### src/rtl/mac_pkg.sv
// mac_pkg: shared types and widths for the sum-of-squares sample path
package mac_pkg;
  localparam int DATA_W = 8;
  localparam int ACC_W  = 20;
  typedef logic [DATA_W-1:0] sample_t;
  typedef enum logic [1:0] {IDLE, WAIT, BURST, GAP} feeder_state_t;
endpackage

### src/rtl/sample_fifo.sv
// sample_fifo: registered-count synchronous FIFO, no fall-through
module sample_fifo
  import mac_pkg::*;
#(
  parameter  int DEPTH = 8,
  localparam int AW    = $clog2(DEPTH),
  localparam int CW    = $clog2(DEPTH + 1)
) (
  input  logic          clk,
  input  logic          reset,
  input  logic          push,
  input  logic          pop,
  input  sample_t       din,
  output sample_t       dout,
  output logic          full,
  output logic          empty,
  output logic [CW-1:0] count
);
  sample_t       mem_q [DEPTH];
  logic [AW-1:0] wr_q, wr_d, rd_q, rd_d;
  logic [CW-1:0] count_q, count_d;
  logic          full_q, full_d, empty_q, empty_d, do_push, do_pop;
  always_comb begin
    do_push = push && !full_q;
    do_pop  = pop && !empty_q;
    wr_d    = wr_q + AW'(do_push);
    rd_d    = rd_q + AW'(do_pop);
    count_d = count_q + CW'(do_push) - CW'(do_pop);
    full_d  = count_d == CW'(DEPTH);
    empty_d = count_d == '0;
  end
  always_ff @(posedge clk or negedge reset)
    if (!reset) begin
      wr_q    <= '0;
      rd_q    <= '0;
      count_q <= '0;
      full_q  <= 1'b0;
      empty_q <= 1'b1;
    end else begin
      wr_q    <= wr_d;
      rd_q    <= rd_d;
      count_q <= count_d;
      full_q  <= full_d;
      empty_q <= empty_d;
    end
  always_ff @(posedge clk)
    if (do_push) mem_q[wr_q] <= din;
  assign dout  = mem_q[rd_q];
  assign full  = full_q;
  assign empty = empty_q;
  assign count = count_q;
endmodule

### src/rtl/mac_sample_feeder.sv
// mac_sample_feeder: buffers host samples and emits bubble-free bursts to the accumulator
module mac_sample_feeder
  import mac_pkg::*;
#(
  parameter  int DEPTH   = 8,
  parameter  int LEN_W   = 4,
  parameter  int GAP_CYC = 2,
  localparam int CW      = $clog2(DEPTH + 1),
  localparam int GW      = $clog2(GAP_CYC + 1)
) (
  input  logic             clk,
  input  logic             reset,
  input  logic             wr_en,
  input  sample_t          wr_data,
  input  logic             start,
  input  logic [LEN_W-1:0] len,
  output sample_t          a,
  output logic             valid_in,
  output logic             last,
  output logic             done,
  output logic             busy,
  output logic             full,
  output logic [CW-1:0]    count,
  output logic             err
);
  feeder_state_t    state_q, state_d;
  logic [LEN_W-1:0] rem_q, rem_d;
  logic [GW-1:0]    gap_q, gap_d;
  sample_t          a_q, a_d, fifo_dout;
  logic             valid_q, valid_d, last_q, last_d, done_q, done_d;
  logic             busy_q, busy_d, err_q, err_d, pop, len_ok, fifo_empty;
  sample_fifo #(.DEPTH(DEPTH)) u_fifo (
    .clk   (clk),
    .reset (reset),
    .push  (wr_en),
    .pop   (pop),
    .din   (wr_data),
    .dout  (fifo_dout),
    .full  (full),
    .empty (fifo_empty),
    .count (count)
  );
  assign len_ok = len != '0 && int'(len) <= DEPTH;
  // WAIT holds until the whole burst is buffered, so BURST never starves
  always_comb begin
    state_d = state_q;
    rem_d   = rem_q;
    gap_d   = gap_q;
    busy_d  = busy_q;
    pop     = state_q == BURST && !fifo_empty;
    a_d     = pop ? fifo_dout : '0;
    valid_d = pop;
    last_d  = pop && rem_q == LEN_W'(1);
    done_d  = state_q == GAP && gap_q == '0;
    err_d   = (wr_en && full) || (state_q == IDLE && start && !len_ok);
    case (state_q)
      IDLE:  if (start && len_ok) begin
        state_d = WAIT;
        rem_d   = len;
        busy_d  = 1'b1;
      end
      WAIT:  state_d = int'(count) >= int'(rem_q) ? BURST : WAIT;
      BURST: begin
        rem_d = rem_q - 1'b1;
        if (rem_q == LEN_W'(1)) begin
          state_d = GAP;
          gap_d   = '0;
        end
      end
      GAP:   begin
        gap_d = gap_q + 1'b1;
        if (gap_q == GW'(GAP_CYC - 1)) begin
          state_d = IDLE;
          busy_d  = 1'b0;
        end
      end
      default: state_d = IDLE;
    endcase
  end
  always_ff @(posedge clk or negedge reset)
    if (!reset) begin
      state_q <= IDLE;
      rem_q   <= '0;
      gap_q   <= '0;
      a_q     <= '0;
      valid_q <= 1'b0;
      last_q  <= 1'b0;
      done_q  <= 1'b0;
      busy_q  <= 1'b0;
      err_q   <= 1'b0;
    end else begin
      state_q <= state_d;
      rem_q   <= rem_d;
      gap_q   <= gap_d;
      a_q     <= a_d;
      valid_q <= valid_d;
      last_q  <= last_d;
      done_q  <= done_d;
      busy_q  <= busy_d;
      err_q   <= err_d;
    end
  assign a        = a_q;
  assign valid_in = valid_q;
  assign last     = last_q;
  assign done     = done_q;
  assign busy     = busy_q;
  assign err      = err_q;
endmodule

### config.mk
export PLATFORM = sky130hd
export DESIGN_NAME = mac_sample_feeder
export DESIGN_NICKNAME = d
export VERILOG_FILES = /design/src/rtl/mac_pkg.sv /design/src/rtl/sample_fifo.sv /design/src/rtl/mac_sample_feeder.sv
export SDC_FILE = /design/constraint.sdc
export NUM_CORES = 1
export LEC_CHECK = 0
export BUFFER_PORTS_ARGS = -buffer_cell sky130_fd_sc_hd__buf_2
export CAP_MARGIN = 20
export CORE_AREA = 2 2 89 91
export CTS_CLUSTER_SIZE = 10
export DETAILED_ROUTE_END_ITERATION = 16
export DIE_AREA = 0 0 91 93
export GPL_TIMING_DRIVEN = 0
export PLACE_DENSITY = 0.78
export SLEW_MARGIN = 15
export SYNTH_ARGS = -nofsm -noshare
export SYNTH_HDL_FRONTEND = slang
export SYNTH_SLANG_ARGS = --single-unit
### constraint.sdc
create_clock -name clk -period 3.4 [get_ports clk]
set_input_delay 0.17 -clock clk [delete_from_list [all_inputs] [get_ports clk]]
set_output_delay 0.17 -clock clk [all_outputs]
set_load 0.005 [all_outputs]
==> results of run 1 <==
[layer usage]
layer / GRT usage [%] / up-vias / share of wire, %
met1: 22.0 / 1049 / 43
li1: - / 993 / -
met5: 0 / - / 0
met3: 6.29 / 9 / 4.8
met4: 6.19 / 0 / 1.6
met2: 29.8 / 57 / 50
[cell usage after synthesis, types with 2 or more instances]
cell type	number
edfxtp_1	64
dfrtp_1	32
ha_1	16
inv_1	15
a22o_1	11
nor2_1	11
mux4_2	10
nand2_1	10
mux4_1	6
nor3_1	6
a21oi_1	5
nand2b_1	4
nand3_1	4
nor2b_1	4
o21ai_0	4
xnor2_1	4
buf_2	3
and2_1	2
buf_6	2
xor2_1	2
[flip-flops by register name (all words and copies together), names as in the netlist, 2 cells and up, named ones only]
signal	cells
gap_q	2
u_fifo.count	4
rem_q	4
u_fifo.rd_q	3
u_fifo.wr_q	3
a	8
u_fifo.mem_q	64
[stage by stage]
step	worst slack [ns]	std cells	utilization (%)	area [um2]	total power, mW
2_1_floorplan	0.999	236	-	4000	2.66
3_3_place_gp	0.700	371	57.1	4300	2.97
3_5_place_dp	0.687	371	57.2	4310	3.04
4_1_cts	0.660	388	59.8	4500	3.74
5_1_grt	0.473	388	59.8	4500	3.97
6_report	0.629	388	59.8	4500	3.70
[kinds of logic after synthesis]
group / after synthesis / share of synthesized area (%)
flip-flops: 97 / 68.7
AO/OA/AOI/OAI: 29 / 5.41
multiplexers: 16 / 9.56
adder cells (fa/ha/maj): 17 / 5.50
XOR/XNOR: 6 / 1.31
AND/OR/NAND/NOR: 49 / 6.63
buffers and inverters: 22 / 2.94
[worst register-to-register path: cells and delay by family (launching register included)]
kind | cells | cell delay (ns)
flip-flops | 1 | 0.37
buffers and inverters | 4 | 0.33
adder cells (fa/ha/maj) | 3 | 0.95
AND/OR/NAND/NOR | 4 | 1.06
[cells in the final DEF (no fill, tap or decap), types with 2 or more instances in the layout]
cell type	instances
xnor2_1	4
nor3_2	3
xor2_1	2
o21ai_0	4
inv_6	4
and2_1	2
a22o_1	11
inv_1	15
dfrtp_1	32
clkbuf_8	9
nand2_1	10
edfxtp_1	64
a21oi_1	5
nand3_1	4
buf_6	2
nand2b_1	4
buf_2	36
mux4_2	10
nor3_1	4
nor2b_1	4
nor2_1	11
mux4_1	6
ha_1	16
[layout make-up]
| class | count | area (um2) | share of cell area (%) |
|---|---|---|---|
| clock buffer | 9 | 124 | 2.75 |
| buffer | 7 | 61.3 | 1.36 |
| inverter | 15 | 56.3 | 1.25 |
| clock inverter | 7 | 57.6 | 1.28 |
| multi-input combinational | 117 | 1150 | 25.5 |
| sequential | 97 | 2750 | 61.1 |
| tap | 102 | 128 | 2.84 |
| timing repair buffer | 34 | 175 | 3.89 |
[path summary, 6_finish.rpt]
| kind | startpoint | to | cells past startpoint |
|---|---|---|---|
| worst max register to register | state_q[0] | u_fifo.empty | 11 |
| min in group asynchronous | reset | a[7] | 2 |
| worst max-delay path | state_q[0] | u_fifo.empty | 11 |
| worst min register to register | busy | busy | 2 |
| max in group asynchronous | reset | u_fifo.rd_q[0] | 2 |
| worst min-delay path | wr_en | err | 2 |
[power by group]
part,switching [mW],total [mW],internal (mW)
clock,0.411,0.690,0.279
sequential,0.153,1.69,1.54
combinational,0.682,1.31,0.632
total,1.25,3.70,2.45
[repair_timing]
action,in CTS,in global routing
resized for setup,0,0
setup buffers,0,0
endpoints found under the hold margin,32,0
endpoints found under the setup margin,0,0
hold buffers,1,0
==> run metrics, run 1 <==
Die H=93 um; Worst Max-Slew Pin Slew=0.887 ns; n_diodes=0; RSZ-0062 raised after global routing=false; flop and latch count out of synthesis=97; Clk pin slew, worst setup/hold paths=0.09 ns; Final min period=2.77 ns; CP startpoint kind=register; fillers=583; initial cell density of the core=53.2%; pwr/cell area=822 nW/um2; via/cell ratio=5.43; worst path bufs/invs=4; flop2flop setup slack=0.63 ns; GP Congestion=0.791; TritonCTS clock tree=built; CP top delay family=simple AND/OR/NAND/NOR gates; Die Area=8460 um2; total CTS buffers=9; Leak=1.79 nW; CP max-delay cell=fa_1; H-tree lvl count=3; crit path DAT=3.06 ns; core area=7530 um2; Final Cycle Share=81.5%; Max Transition Viols Final=0; Hold Path Class=input pin to register; row count=32; number of global-route vias before repair=2157; IO Port Bufs=33; gr usage total=17.9%; initial drt markers=109; layout cell share with drive strength beyond 1=24.8%; Max Cap Viol=0; Skew-Pair Late Insertion Delay=0.36 ns; Max VDD drop=408 uV; hpwl dp=4.62 mm; area leader, netlist=edfxtp_1; TNS Setup=0 ns; initial antenna violation count=0; Post-synth EDFFs=64; Fin. Hold Viols=0; Net count, final=314; drt drc=0; Crit path required time=3.69 ns; total wire length=6.87 mm; clock root cell=clkbuf_8; Max-slew headroom=40.6%; Bufs on Longest Clock Path=2; CP endpoint kind=register; critical path type=register to register; # setup viols final=0; skew final=0.0122 ns; Seq/Total Area, Yosys=68.7%; Most used DFF post-synth=edfxtp_1; vias=2108; Worst Path Max Fanout=10; grt total ovfl=0; Post-Syn Nets=269; Top-Level Pins=34; crit-path max cell delay=0.48 ns; wire per inst=17.7 um; Hold WS=0.0728 ns; Syn Area/Cell=17.0 um2; top post-synthesis cells by area=edfxtp_1 (48%), dfrtp_1 (20%), mux4_2 (5.6%), ha_1 (5.0%), mux4_1 (3.9%); first-pass detailed-route iteration total=5; async set-reset flop share out of synthesis=34.0%; post-route ant nets=0; Yosys warnings=0; most used cell, CP=inv_1; Die W=91 um; maximum clock frequency=361 MHz; crit-path cells=buf_2, nand2b_4, nor2_1, ha_1, inv_1, ha_1, inv_1, fa_1, inv_1, or3_1, nor2_1; Area Growth Syn to Fin=12.3%; Gate Count Post-Synth=236; outcome=completed; clk sinks=97; global-route wire length before repair=11.1 mm; mapped cell area=4000 um2; library cells used by synthesis=41; post-synth top area share=48.0%; largest net degree at the start of global routing=34
(Power assumes the default switching activity.)
==> run 2: changes to the inputs <==
ABC_AREA = 1   (was default)
CORE_AREA = 2 2 92 94   (was 2 2 89 91)
DIE_AREA = 0 0 94 96   (was 0 0 91 93)
clock period = 2.28 ns   (was 3.4 ns; I/O delays follow)
==> run metrics, run 2 <==
drt drc=0 (unchanged); Seq/Total Area, Yosys=66.4% (was 68.7%); Crit path required time=2.57 ns (was 3.69 ns); async set-reset flop share out of synthesis=34.0% (unchanged); grt total ovfl=0 (unchanged); Yosys warnings=0 (unchanged); cell with the most instances after synthesis=nor2_1 (was edfxtp_1); area leader, netlist=edfxtp_1 (unchanged); Post-Syn Nets=399 (was 269); fillers=666 (was 583); Die W=94 um (was 91 um); Hold WS=0.0266 ns (was 0.0728 ns); Worst Max-Slew Pin Slew=0.855 ns (was 0.887 ns); initial drt markers=241 (was 109); mapped cell area=4140 um2 (was 4000 um2); Gate Count Post-Synth=366 (was 236); # setup viols final=0 (unchanged); hpwl dp=5.13 mm (was 4.62 mm); critical path type=register to register (unchanged); Largest register FFs=64 (unchanged); Bufs on Longest Clock Path=2 (unchanged); first-pass detailed-route iteration total=4 (was 5); Fin. Hold Viols=0 (unchanged); Skew-Pair Late Insertion Delay=0.36 ns (about the same); Leak=1.99 nW (was 1.79 nW); CP startpoint kind=register (unchanged); Post-synth top cells=nor2_1 (77), edfxtp_1 (64), nand2_1 (34) (was edfxtp_1 (64), dfrtp_1 (32), ha_1 (16)); wire per inst=14.7 um (was 17.7 um); pre-CTS setup slack=-0.333 ns (was 0.687 ns); Max VDD drop=547 uV (was 408 uV); Largest Register=u_fifo.mem_q (unchanged); global-route wire length before repair=12.9 mm (was 11.1 mm); clock root cell=clkbuf_8 (unchanged); Net count, final=454 (was 314); skew final=0.0102 ns (was 0.0122 ns); core area=8050 um2 (was 7530 um2); most common cell after layout, fill and taps aside=nor2_1 (was edfxtp_1); Syn Area/Cell=11.3 um2 (was 17.0 um2); worst hold path depth=1 (was 2); library cells used by synthesis=30 (was 41); initial cell density of the core=51.4% (was 53.2%); total wire length=7.81 mm (was 6.87 mm); Post-synth EDFFs=64 (unchanged); Worst R2R Path Depth=11 (unchanged); H-tree lvl count=3 (unchanged); via/cell ratio=5.22 (was 5.43); Most used DFF post-synth=edfxtp_1 (unchanged); CP endpoint kind=register (unchanged); initial antenna violation count=0 (unchanged); largest net degree at the start of global routing=34 (unchanged); Top-Level Pins=34 (unchanged); GP Congestion=0.791 (about the same); IO Port Bufs=33 (unchanged); TritonCTS clock tree=built (unchanged); post-synth top area share=46.4% (was 48.0%); Max Cap Viol=0 (unchanged); top post-synthesis cells by area=edfxtp_1 (46%), dfrtp_1 (19%), nor2_1 (7.0%), ha_1 (4.8%), o21ai_1 (3.9%) (was edfxtp_1 (48%), dfrtp_1 (20%), mux4_2 (5.6%), ha_1 (5.0%), mux4_1 (3.9%)); post-route ant nets=0 (unchanged); clk sinks=97 (unchanged); Area Growth Syn to Fin=14.6% (was 12.3%); crit path DAT=2.49 ns (was 3.06 ns); Die Area=9020 um2 (was 8460 um2); n_diodes=0 (unchanged); pwr/cell area=1330 nW/um2 (was 822 nW/um2); Max Transition Viols Final=0 (unchanged); most frequent cells in the layout=nor2_1 (77), edfxtp_1 (64), buf_2 (36) (was edfxtp_1 (64), buf_2 (36), dfrtp_1 (32)); Die H=96 um (was 93 um); number of global-route vias before repair=2727 (was 2157); Hold Path Class=input pin to register (unchanged); Max-slew headroom=42.8% (was 40.6%); row count=33 (was 32); gr usage total=19.4% (was 17.9%); layout cell share with drive strength beyond 1=19.2% (was 24.8%); RSZ-0062 raised after global routing=true (was false); maximum clock frequency=456 MHz (was 361 MHz); outcome=completed (unchanged); Final Cycle Share=96.2% (was 81.5%); Final min period=2.19 ns (was 2.77 ns); final setup margin=0.0874 ns (was 0.629 ns); vias=2771 (was 2108); flop and latch count out of synthesis=97 (unchanged); Total Power=6.32 mW (was 3.70 mW); flop2flop setup slack=0.09 ns (was 0.63 ns); Worst Path Max Fanout=2 (was 10); Clk pin slew, worst setup/hold paths=0.10 ns (was 0.09 ns); TNS Setup=0 ns (unchanged); total CTS buffers=9 (unchanged)
-- run 2: path summary, 6_finish.rpt --
check | startpoint | end
min | wr_data[1] | u_fifo.mem_q[4][1]
max in group asynchronous | reset | a[7]
max | state_q[0] | u_fifo.full
min reg2reg | gap_q[1] | gap_q[1]
min in group asynchronous | reset | a[3]
max reg2reg | state_q[0] | u_fifo.full
-- run 2: final cells by class --
cell class                      instances  area (um2)  share of cell area [%]
Buffer                                 11        86.3                    1.82
Clock buffer                           10         128                    2.69
Clock inverter                          6        50.0                    1.06
Inverter                               31         119                    2.51
Multi-Input combinational cell        227        1230                    25.9
Sequential cell                        97        2750                    58.0
Tap cell                              105         131                    2.77
Timing Repair Buffer                   44         253                    5.33
-- run 2: metal layers --
layer  wire, um  vias to the layer above  GRT usage, %  part of all wire [%]
li1           -                     1345             -                     -
met4        154                        0          8.82                   2.0
met3        504                       13          4.07                   6.5
met5          0                        -             0                     0
met2       3980                       82          32.2                    51
met1       3160                     1331          24.6                    41
-- run 2: worst max-delay path, stage by stage (launching register included) --
cell and delay [ns]:
dfrtp_1 0.40, inv_2 0.11, nand2_8 0.06, nor2_4 0.11, ha_4 0.21, inv_4 0.05, ha_4 0.13, inv_2 0.03
fa_1 0.48, inv_1 0.05, or3_4 0.37, nor2b_1 0.11
-- run 2: power breakdown --
part           switching (mW)  internal, mW  leakage (nW)
combinational            1.63          1.15         0.915
sequential              0.206          2.31         0.991
clock                   0.609         0.410        0.0839
total                    2.44          3.88          1.99
-- run 2: kinds of logic after synthesis --
logic type	count (synthesis)	synth area share (%)
compound gates	70	8.70
xor+xnor	6	1.27
fa+ha+maj	17	5.32
buf+inv	42	4.90
flops	97	66.4
simple gates	134	13.4
-- run 2: timing repair --
item                                    CTS  global route
pin swaps                                 5             3
setup buffers                             8             1
hold endpoints to repair                 33             0
gates resized for setup                   7             1
hold buffers                              2             0
endpoints found under the setup margin    2             2
gates cloned                              0             0
-- run 2: stage by stage --
step	util (%)	cells	cell area, um2
6_report	58.9	531	4740
4_1_cts	58.8	530	4730
3_5_place_dp	55.1	504	4440
5_1_grt	58.9	531	4740
2_1_floorplan	-	366	4140
3_3_place_gp	55.1	504	4440
==> run 3: changes to the inputs <==
--- a/config.mk
+++ b/config.mk
@@ -16,2 +16,3 @@
 export PLACE_DENSITY = 0.78
+export SKIP_CTS_REPAIR_TIMING = 1
 export SLEW_MARGIN = 15
==> constraint.sdc (replaced) <==
create_clock -name clk -period 2.28 [get_ports clk]
set_input_delay 0.342 -clock clk [delete_from_list [all_inputs] [get_ports clk]]
set_output_delay 0.342 -clock clk [all_outputs]
set_load 0.005 [all_outputs]
==> run metrics, run 3 (same netlist as run 2, synthesis figures left out) <==
Top-Level Pins=34 (unchanged); row count=33 (unchanged); outcome=completed (unchanged); Worst Path Max Fanout=4 (was 2); IO Port Bufs=33 (unchanged); Design Area, Final=4700 um2 (was 4740 um2); vias=2786 (was 2771); number of global-route vias before repair=2652 (was 2727); total wire length=7.76 mm (was 7.81 mm); Max VDD drop=519 uV (was 547 uV); most common cell after layout, fill and taps aside=nor2_1 (unchanged); routed wl met2=3.89 mm (was 3.98 mm); global-route wire length before repair=12.6 mm (was 12.9 mm); Max Cap Viol=0 (unchanged); initial drt markers=212 (was 241); RSZ-0062 raised after global routing=true (unchanged); Critical path origin=state_q[0] (unchanged); Largest register FFs=64 (unchanged); Largest Register=u_fifo.mem_q (unchanged); GP Congestion=0.791 (unchanged); # setup viols final=0 (unchanged); pwr/cell area=1320 nW/um2 (was 1330 nW/um2); hpwl dp=5.13 mm (unchanged); multi-input logic area=1220 um2 (was 1230 um2); critical path type=register to register (unchanged); post-route ant nets=0 (unchanged); Total Power=6.22 mW (was 6.32 mW); Worst R2R Path Depth=11 (unchanged); clk sinks=97 (unchanged); storage element area=2750 um2 (about the same); Final Cycle Share=99.6% (was 96.2%); core area=8050 um2 (unchanged); via/cell ratio=5.29 (was 5.22); Bufs on Longest Clock Path=2 (unchanged); wire per inst=14.7 um (about the same); crit path DAT=2.57 ns (was 2.49 ns); Worst Max-Slew Pin Slew=0.900 ns (was 0.855 ns); n_diodes=0 (unchanged); Skew-Pair Late Insertion Delay=0.37 ns (was 0.36 ns); Clk pin slew, worst setup/hold paths=0.09 ns (was 0.10 ns); largest net degree at the start of global routing=34 (unchanged); Top Layer Used=met4 (unchanged); Leak=1.97 nW (was 1.99 nW); Net count, final=450 (was 454); initial antenna violation count=0 (unchanged); Fin. Hold Viols=0 (unchanged); initial cell density of the core=51.4% (unchanged); WL met3=396 um (was 504 um); Crit path required time=2.58 ns (was 2.57 ns); placed cell area=4440 um2 (unchanged); TritonCTS clock tree=built (unchanged); Die W=94 um (unchanged); gr usage total=18.9% (was 19.4%); clock root cell=clkbuf_8 (unchanged); most frequent cells in the layout=nor2_1 (76), edfxtp_1 (64), buf_2 (36) (was nor2_1 (77), edfxtp_1 (64), buf_2 (36)); H-tree lvl count=3 (unchanged); CP startpoint kind=register (unchanged); Die H=96 um (unchanged); Hold Path Class=input pin to async pin (was input pin to register); met1 wire length=3.28 mm (was 3.16 mm); CP endpoint kind=register (unchanged); drt drc=0 (unchanged); Max-slew headroom=39.8% (was 42.8%); Max Transition Viols Final=0 (unchanged); Die Area=9020 um2 (unchanged); layout cell share with drive strength beyond 1=19.7% (was 19.2%); first-pass detailed-route iteration total=5 (was 4); grt total ovfl=0 (unchanged); fillers=671 (was 666); reg-to-reg critical path startpoint=state_q[0] (unchanged); skew final=0.00998 ns (was 0.0102 ns); Area Growth Syn to Fin=13.5% (was 14.6%); total CTS buffers=9 (unchanged); Final min period=2.27 ns (was 2.19 ns); maximum clock frequency=440 MHz (was 456 MHz)
-- run 3: area by class of cell --
type	instances	area share (%)
well taps	105	2.79
plain buffers	11	1.84
multi-input cells	227	26.0
flip-flops and latches	97	58.5
clock buffers	10	2.71
clock inverters	6	1.06
repair buffers	40	4.63
inverters	31	2.48
-- run 3: power by group --
part,total (mW),switching [mW],internal (mW)
Sequential,2.52,0.207,2.32
Clock,1.01,0.604,0.410
Combinational,2.69,1.60,1.08
-- run 3: metal layers --
metal | up-vias | global-route usage [%]
li1 | 1339 | -
met3 | 19 | 4.07
met2 | 89 | 31.4
met4 | 0 | 8.09
met5 | - | 0
met1 | 1339 | 24.1
-- run 3: worst max-delay path, stage by stage, from the launching register on --
cell	delay, ns
dfrtp_2	0.43
inv_2	0.09
nand2_4	0.06
nor2_4	0.13
ha_4	0.21
inv_2	0.07
ha_4	0.13
inv_2	0.04
fa_1	0.52
inv_2	0.04
or3_4	0.37
nor2b_1	0.11
-- run 3: worst paths after layout --
check,end,slack (ns)
worst max-delay path,u_fifo.full,0.01
worst min-delay path,u_fifo.count[2],0.05
worst max register to register,u_fifo.full,0.01
worst min register to register,gap_q[1],0.48
max in group asynchronous,state_q[0],1.70
min in group clk,err,0.19
-- run 3: per-stage QoR --
step	worst slack (ns)	std cells	setup TNS [ns]	hold slack, ns	utilization, %
CTS	-0.356	520	-0.701	0.0644	57.3
finish	0.00973	527	0	0.0463	58.4
global placement	-0.275	504	-0.546	0.456	55.1
global route	-0.0859	527	-0.149	0.0865	58.4
floorplan	-0.00764	366	-0.00764	0.0464	-
detailed placement	-0.333	504	-0.653	0.460	55.1
